**config.mk**
```make
export PLATFORM = sky130hd
export DESIGN_NAME = hi_15_tag_decoder
export DESIGN_NICKNAME = d
export VERILOG_FILES = /design/src/rtl/hi_15_tag_decoder.sv
export SDC_FILE = /design/constraint.sdc
export NUM_CORES = 1
export LEC_CHECK = 0
export BUFFER_PORTS_ARGS = -buffer_cell sky130_fd_sc_hd__buf_2
export CAP_MARGIN = 20
export CELL_PAD_IN_SITES_DETAIL_PLACEMENT = 1
export CELL_PAD_IN_SITES_GLOBAL_PLACEMENT = 2
export CORE_ASPECT_RATIO = 0.9
export CORE_MARGIN = 2
export CORE_UTILIZATION = 37
export DETAILED_ROUTE_END_ITERATION = 8
export GPL_TIMING_DRIVEN = 0
export PLACE_DENSITY = 0.9
export SETUP_SLACK_MARGIN = 0.4
export SLEW_MARGIN = 20
export SYNTH_ARGS = -nofsm -noshare
export SYNTH_HDL_FRONTEND = slang
export SYNTH_SLANG_ARGS = --single-unit
```
**constraint.sdc**
```tcl
create_clock -name ck_1356meg -period 3.65 [get_ports ck_1356meg]
set_input_delay 0.365 -clock ck_1356meg [delete_from_list [all_inputs] [get_ports ck_1356meg]]
set_output_delay 0.365 -clock ck_1356meg [all_outputs]
set_load 0.02 [all_outputs]
```
**src/rtl/hi_15_tag_decoder.sv**
```systemverilog
// Slices correlator amplitude reports, finds the 424 kHz SOF, Manchester-decodes LSB-first bytes, flags EOF/abort.
// Outputs land two clocks after the deciding report's strobe; no backpressure, reports are consumed as they arrive.
module hi_15_tag_decoder #(
  parameter logic [13:0] THR_HI    = 14'd160,
  parameter logic [13:0] THR_LO    = 14'd96,
  parameter int          MAX_BYTES = 64
) (
  input  logic        ck_1356meg,
  input  logic        reset,
  input  logic        corr_valid,
  input  logic [13:0] corr_amplitude,
  input  logic        enable,
  output logic [7:0]  byte_out,
  output logic        byte_valid,
  output logic        frame_active,
  output logic        frame_done,
  output logic        frame_error,
  output logic [9:0]  bit_cnt
);
  typedef enum logic [1:0] {IDLE, SOF_OFF, SOF_ON2, DATA} state_t;

  state_t      state_q, state_d;
  logic        lvl_q, lvl_d, rep_q, rep_d;
  logic [3:0]  cnt_q, cnt_d;
  logic [2:0]  phase_q, phase_d, h1_q, h1_d, h2_q, h2_d;
  logic        pend_q, pend_d, pend_vld_q, pend_vld_d;
  logic [7:0]  sh_q, sh_d, byte_out_q, byte_out_d;
  logic [6:0]  byte_cnt_q, byte_cnt_d;
  logic        byte_valid_q, byte_valid_d, frame_active_q, frame_active_d;
  logic        frame_done_q, frame_done_d, frame_error_q, frame_error_d;
  logic [9:0]  bit_cnt_q, bit_cnt_d;
  logic        end_frame, end_err;
  logic [2:0]  h1_n, h2_n;
  logic        sym0, sym1, sym_e;

  // Half-symbol tallies including the report being processed now.
  assign h1_n  = h1_q + {2'b00, lvl_q & ~phase_q[2]};
  assign h2_n  = h2_q + {2'b00, lvl_q & phase_q[2]};
  assign sym0  = (h1_n >= 3'd3) && (h2_n <= 3'd1);
  assign sym1  = (h1_n <= 3'd1) && (h2_n >= 3'd3);
  assign sym_e = (h1_n >= 3'd3) && (h2_n >= 3'd3);

  always_comb begin
    state_d        = state_q;
    lvl_d          = lvl_q;
    rep_d          = 1'b0;
    cnt_d          = cnt_q;
    phase_d        = phase_q;
    h1_d           = h1_q;
    h2_d           = h2_q;
    pend_d         = pend_q;
    pend_vld_d     = pend_vld_q;
    sh_d           = sh_q;
    byte_cnt_d     = byte_cnt_q;
    byte_out_d     = byte_out_q;
    byte_valid_d   = 1'b0;
    frame_active_d = frame_active_q;
    frame_done_d   = 1'b0;
    frame_error_d  = frame_error_q;
    bit_cnt_d      = bit_cnt_q;
    end_frame      = 1'b0;
    end_err        = 1'b0;
    if (!enable) begin
      state_d = IDLE;
      cnt_d   = 4'd0;
      if (frame_active_q) begin
        frame_done_d   = 1'b1;
        frame_error_d  = 1'b1;
        frame_active_d = 1'b0;
      end
    end else begin
      if (corr_valid) begin
        rep_d = 1'b1;
        if (corr_amplitude >= THR_HI)     lvl_d = 1'b1;
        else if (corr_amplitude < THR_LO) lvl_d = 1'b0;
      end
      if (rep_q) begin
        case (state_q)
          IDLE: begin
            if (lvl_q) begin
              if (cnt_q != 4'd15) cnt_d = cnt_q + 4'd1;
            end else if (cnt_q >= 4'd11 && cnt_q <= 4'd13) begin
              state_d = SOF_OFF;
              cnt_d   = 4'd1;
            end else begin
              cnt_d = 4'd0;
            end
          end
          SOF_OFF: begin
            // The off-run counter never exceeds 5 here, so an on report only needs the lower bound.
            if (!lvl_q) begin
              if (cnt_q >= 4'd5) begin
                state_d = IDLE;
                cnt_d   = 4'd0;
              end else begin
                cnt_d = cnt_q + 4'd1;
              end
            end else if (cnt_q >= 4'd3) begin
              state_d = SOF_ON2;
              cnt_d   = 4'd1;
            end else begin
              state_d = IDLE;
              cnt_d   = 4'd1;
            end
          end
          SOF_ON2: begin
            if (!lvl_q) begin
              state_d = IDLE;
              cnt_d   = 4'd0;
            end else if (cnt_q == 4'd3) begin
              state_d        = DATA;
              cnt_d          = 4'd0;
              phase_d        = 3'd0;
              h1_d           = 3'd0;
              h2_d           = 3'd0;
              pend_vld_d     = 1'b0;
              sh_d           = 8'd0;
              byte_cnt_d     = 7'd0;
              bit_cnt_d      = 10'd0;
              frame_active_d = 1'b1;
              frame_error_d  = 1'b0;
            end else begin
              cnt_d = cnt_q + 4'd1;
            end
          end
          DATA: begin
            phase_d = phase_q + 3'd1;
            h1_d    = h1_n;
            h2_d    = h2_n;
            if (phase_q == 3'd7) begin
              h1_d = 3'd0;
              h2_d = 3'd0;
              if (sym0 || sym1) begin
                if (pend_vld_q) begin
                  sh_d      = {pend_q, sh_q[7:1]};
                  bit_cnt_d = bit_cnt_q + 10'd1;
                  if (bit_cnt_d[2:0] == 3'd0) begin
                    byte_out_d   = sh_d;
                    byte_valid_d = 1'b1;
                    byte_cnt_d   = byte_cnt_q + 7'd1;
                    if (byte_cnt_d == 7'(MAX_BYTES)) begin
                      end_frame = 1'b1;
                      end_err   = 1'b1;
                    end
                  end
                end
                pend_vld_d = 1'b1;
                pend_d     = sym1;
              end else if (sym_e && pend_vld_q && !pend_q) begin
                end_frame = 1'b1;
                end_err   = (bit_cnt_q[2:0] != 3'd0);
              end else begin
                end_frame = 1'b1;
                end_err   = 1'b1;
              end
            end
          end
          default: state_d = IDLE;
        endcase
      end
      if (end_frame) begin
        state_d        = IDLE;
        cnt_d          = 4'd0;
        frame_done_d   = 1'b1;
        frame_error_d  = end_err;
        frame_active_d = 1'b0;
      end
    end
  end

  always_ff @(negedge ck_1356meg) begin
    if (reset) begin
      state_q        <= IDLE;
      lvl_q          <= 1'b0;
      rep_q          <= 1'b0;
      cnt_q          <= 4'd0;
      phase_q        <= 3'd0;
      h1_q           <= 3'd0;
      h2_q           <= 3'd0;
      pend_q         <= 1'b0;
      pend_vld_q     <= 1'b0;
      sh_q           <= 8'd0;
      byte_cnt_q     <= 7'd0;
      byte_out_q     <= 8'd0;
      byte_valid_q   <= 1'b0;
      frame_active_q <= 1'b0;
      frame_done_q   <= 1'b0;
      frame_error_q  <= 1'b0;
      bit_cnt_q      <= 10'd0;
    end else begin
      state_q        <= state_d;
      lvl_q          <= lvl_d;
      rep_q          <= rep_d;
      cnt_q          <= cnt_d;
      phase_q        <= phase_d;
      h1_q           <= h1_d;
      h2_q           <= h2_d;
      pend_q         <= pend_d;
      pend_vld_q     <= pend_vld_d;
      sh_q           <= sh_d;
      byte_cnt_q     <= byte_cnt_d;
      byte_out_q     <= byte_out_d;
      byte_valid_q   <= byte_valid_d;
      frame_active_q <= frame_active_d;
      frame_done_q   <= frame_done_d;
      frame_error_q  <= frame_error_d;
      bit_cnt_q      <= bit_cnt_d;
    end
  end

  assign byte_out     = byte_out_q;
  assign byte_valid   = byte_valid_q;
  assign frame_active = frame_active_q;
  assign frame_done   = frame_done_q;
  assign frame_error  = frame_error_q;
  assign bit_cnt      = bit_cnt_q;
endmodule

```
==> metrics.cfg <==
[power_and_ir_drop]
p_leak_nw=1.72
p_total_mw=1.28
p_int_uw=850
ir_drop_mv=0.166
power.clock.fraction=0.482
p_sw_uw=431
cellPowerDensity_mw_per_mm2=346
p_comb_frac=0.043
p_seq_frac=0.475
sw_frac_of_total=0.336

[placement]
dp_cells=474
gp_congestion=0.766
io_buffers=33
post-place-ws_ps=-180
dpl.hpwl_um=5670

[cells_and_area]
stdcell_count=545
multi_input_comb_area_mm2=0.00175
seq_area_mm2=0.00110
n_antenna_cell=0
nFillCells=981
layout-drive-gt1-share=0.189
area_delta_synth_final_pct=24.9
final_nets=484

[setup_path]
reg2reg_from=lvl_q$_SDFFE_NP0P_
required_ps=2090
slowest_stage=mux2_4
critPathLaunchType=primary input
crit_start=enable
critPathMaxFanout=6
path_delay_family=compound AO/OA/AOI/OAI gates
crit_chain=clkbuf_16 -> nand4_1 -> o21ai_4 -> o2111ai_4 -> a21oi_2 -> nand3_1 -> mux2_4
criticalPathCategory=in -> reg
arrival_ps=1770
critPathBufInv=1
cpPeakStageDelay_ps=310
crit_path_end_kind=flop

[min_path]
hp-start=h2_q[0]$_SDFFE_NP0P_
min_path_type=reg -> reg

[timing]
worst_pin_slew_ps=642
rsz0062_at_grt=true
finalSetupViolations=0
relSlewSlack=0.572
hold_viol=0
final_max_slew_viol_count=0
setup_ws_ps=323
clock_skew_ps=33.8

[logic_synthesis]
synth-async-reset-ratio=0
syn-cell-area_mm2=0.00297
synth_top_cell_area_share=0.371
synth_top_cell_by_area=dfxtp_1
syn_nets=381
synth_seq_area_share=0.371
synthCells=345
syn_avg_cell_area_um2=8.60
synthFlopType=dfxtp_1
synth_seq_cells=55
synth.distinct_cells=52
ys_warn_count=0
synth_edf_count=0
yosys-top-cells-area=dfxtp_1, ha_1, nor2_1, nand2_1, xnor2_1

[clock_network]
clk_latency_ps=410
clock-root-buffer=clkbuf_8
cts_max_level=2
tritoncts=done
cts_hold_buf=0
cts_max_path_buffers=2
clkTransAtPathRegs_ps=40
cts_made_buffers=5
cts_sinks=55

[grt]
grt_pass1_wl_um=14000
grt_pass1_vias=3048
grt_max_degree=20
overflow=0
grt.total_usage=0.199
antenna_found_initial=0

[floorplanning]
dieArea_mm2=0.00875
fp.dieH_um=88.9
start_util=0.387
rows=30
core_mm2=0.00766
io_pins=40
dieWidth_um=98.4

[route]
wl_per_cell_um=15.4
drc=0
wl_um=8370
ant_nets=0
routed_via_density=5.30
drtPass1Iterations=4
vias=2888
drt_iter0_drc=82

[status]
status=complete, no violations

[job]
cap_violations=0

==> power groups by stage <==
stage / registers, mW / clock network (mW) / logic, mW
final: 0.608 / 0.618 / 0.0555
after global routing: 0.606 / 0.713 / 0.0616
after CTS: 0.608 / 0.655 / 0.0551
after detailed placement: 0.618 / 0.0933 / 0.0530
after global placement: 0.618 / 0.0933 / 0.0517
after floorplan: 0.619 / 0.0933 / 0.0324
==> what timing repair did <==
| item | CTS | global route |
|---|---|---|
| setup buffers | 4 | 5 |
| hold endpoints to repair | 0 | 0 |
| pin swaps | 3 | 3 |
| resized for setup | 8 | 5 |
| setup endpoints to repair | 18 | 23 |
==> cell type report <==
cell class | count | area share
multi-input combinational | 255 | 0.472
timing repair buffer | 42 | 0.0638
tap | 96 | 0.0324
sequential | 55 | 0.298
clock buffer | 5 | 0.0186
buffer | 18 | 0.0344
inverter | 16 | 0.0162
clock inverter | 58 | 0.0648
==> sequential cells by signal, indices dropped and copies added, names as in the netlist <==
signal,cells
bit_cnt,10
byte_cnt_q,7
byte_out,8
byte_valid,1
cnt_q,4
frame_active,1
frame_done,1
frame_error,1
h1_q,3
h2_q,3
lvl_q,1
pend_q,1
pend_vld_q,1
phase_q,3
rep_q,1
sh_q,7
state_q,2
==> path summary, 6_finish.rpt <==
kind,to,slack (ps),cells past startpoint
setup / recovery,bit_cnt[9]$_SDFFE_NP0P_,320,7
hold / removal,h2_q[0]$_SDFFE_NP0P_,460,2
setup reg to reg,byte_cnt_q[5]$_SDFFE_NP0P_,820,10
hold reg to reg,h2_q[0]$_SDFFE_NP0P_,460,2
==> worst reg2reg max path, delay by kind of cell (launching register included) <==
kind	cells	cell delay, ps
flip-flops	1	290
AO/OA/AOI/OAI	4	1320
buffers and inverters	1	220
AND/OR/NAND/NOR	3	360
adder cells (fa/ha/maj)	2	530
==> logic make-up (layout without fill, tap and decap cells) <==
logic type,after synthesis,after routing,synth area share
adder cells (fa/ha/maj),18,18,0.0760
XOR/XNOR,16,16,0.0473
buffers and inverters,35,139,0.0498
multiplexers,14,14,0.0494
AND/OR/NAND/NOR,132,132,0.217
flip-flops,55,55,0.371
AO/OA/AOI/OAI,75,75,0.189
==> layout by cell type (no fill, tap or decap), drive strengths merged, types with 4 or more instances in the layout <==
cell type  instances
a21oi             21
a22oi              7
a31oi             11
and3               5
buf               50
clkbuf            15
dfxtp             55
ha                18
inv               72
mux2               5
mux2i              9
nand2             30
nand2b             4
nand3             13
nand4              6
nor2              51
nor3               6
o21ai             10
xnor2             12
xor2               4
==> metrics by stage <==
step / util / instance area, um2 / hold slack, ps / setup TNS, ps
final: 0.484 / 3700 / 457 / 0
after global routing: 0.484 / 3700 / 471 / 0
after CTS: 0.476 / 3650 / 460 / 0
after detailed placement: 0.429 / 3280 / 454 / -1370
after global placement: 0.429 / 3280 / 445 / -664
after floorplan: - / 3000 / 436 / 0
==> routing by layer <==
layer | wire [um] | share of wire | vias to the layer above | global-route usage
met5 | 0 | 0 | - | 0
li1 | - | - | 1425 | -
met1 | 3980 | 0.48 | 1401 | 0.237
met2 | 4000 | 0.48 | 48 | 0.331
met4 | 112 | 0.013 | 0 | 0.0946
met3 | 276 | 0.033 | 14 | 0.0649
==> Yosys cell counts, types with 2 or more instances <==
cell type / instances
a211oi_2: 2
a21oi_1: 18
a21oi_2: 3
a22o_1: 2
a22oi_1: 7
a311oi_2: 2
a31oi_1: 11
and2_1: 2
and3_1: 5
buf_2: 7
clkbuf_1: 10
dfxtp_1: 55
ha_1: 18
inv_1: 17
mux2_2: 4
mux2i_1: 9
nand2_1: 30
nand2b_1: 4
nand3_1: 13
nand4_1: 6
nand4b_1: 2
nor2_1: 50
nor2b_1: 2
nor3_1: 6
nor4b_1: 3
o2111ai_1: 2
o211ai_1: 2
o21a_1: 3
o21ai_0: 9
o22ai_1: 2
o31a_1: 2
o31ai_1: 3
xnor2_1: 12
xor2_1: 4
(Power assumes the default switching activity.)
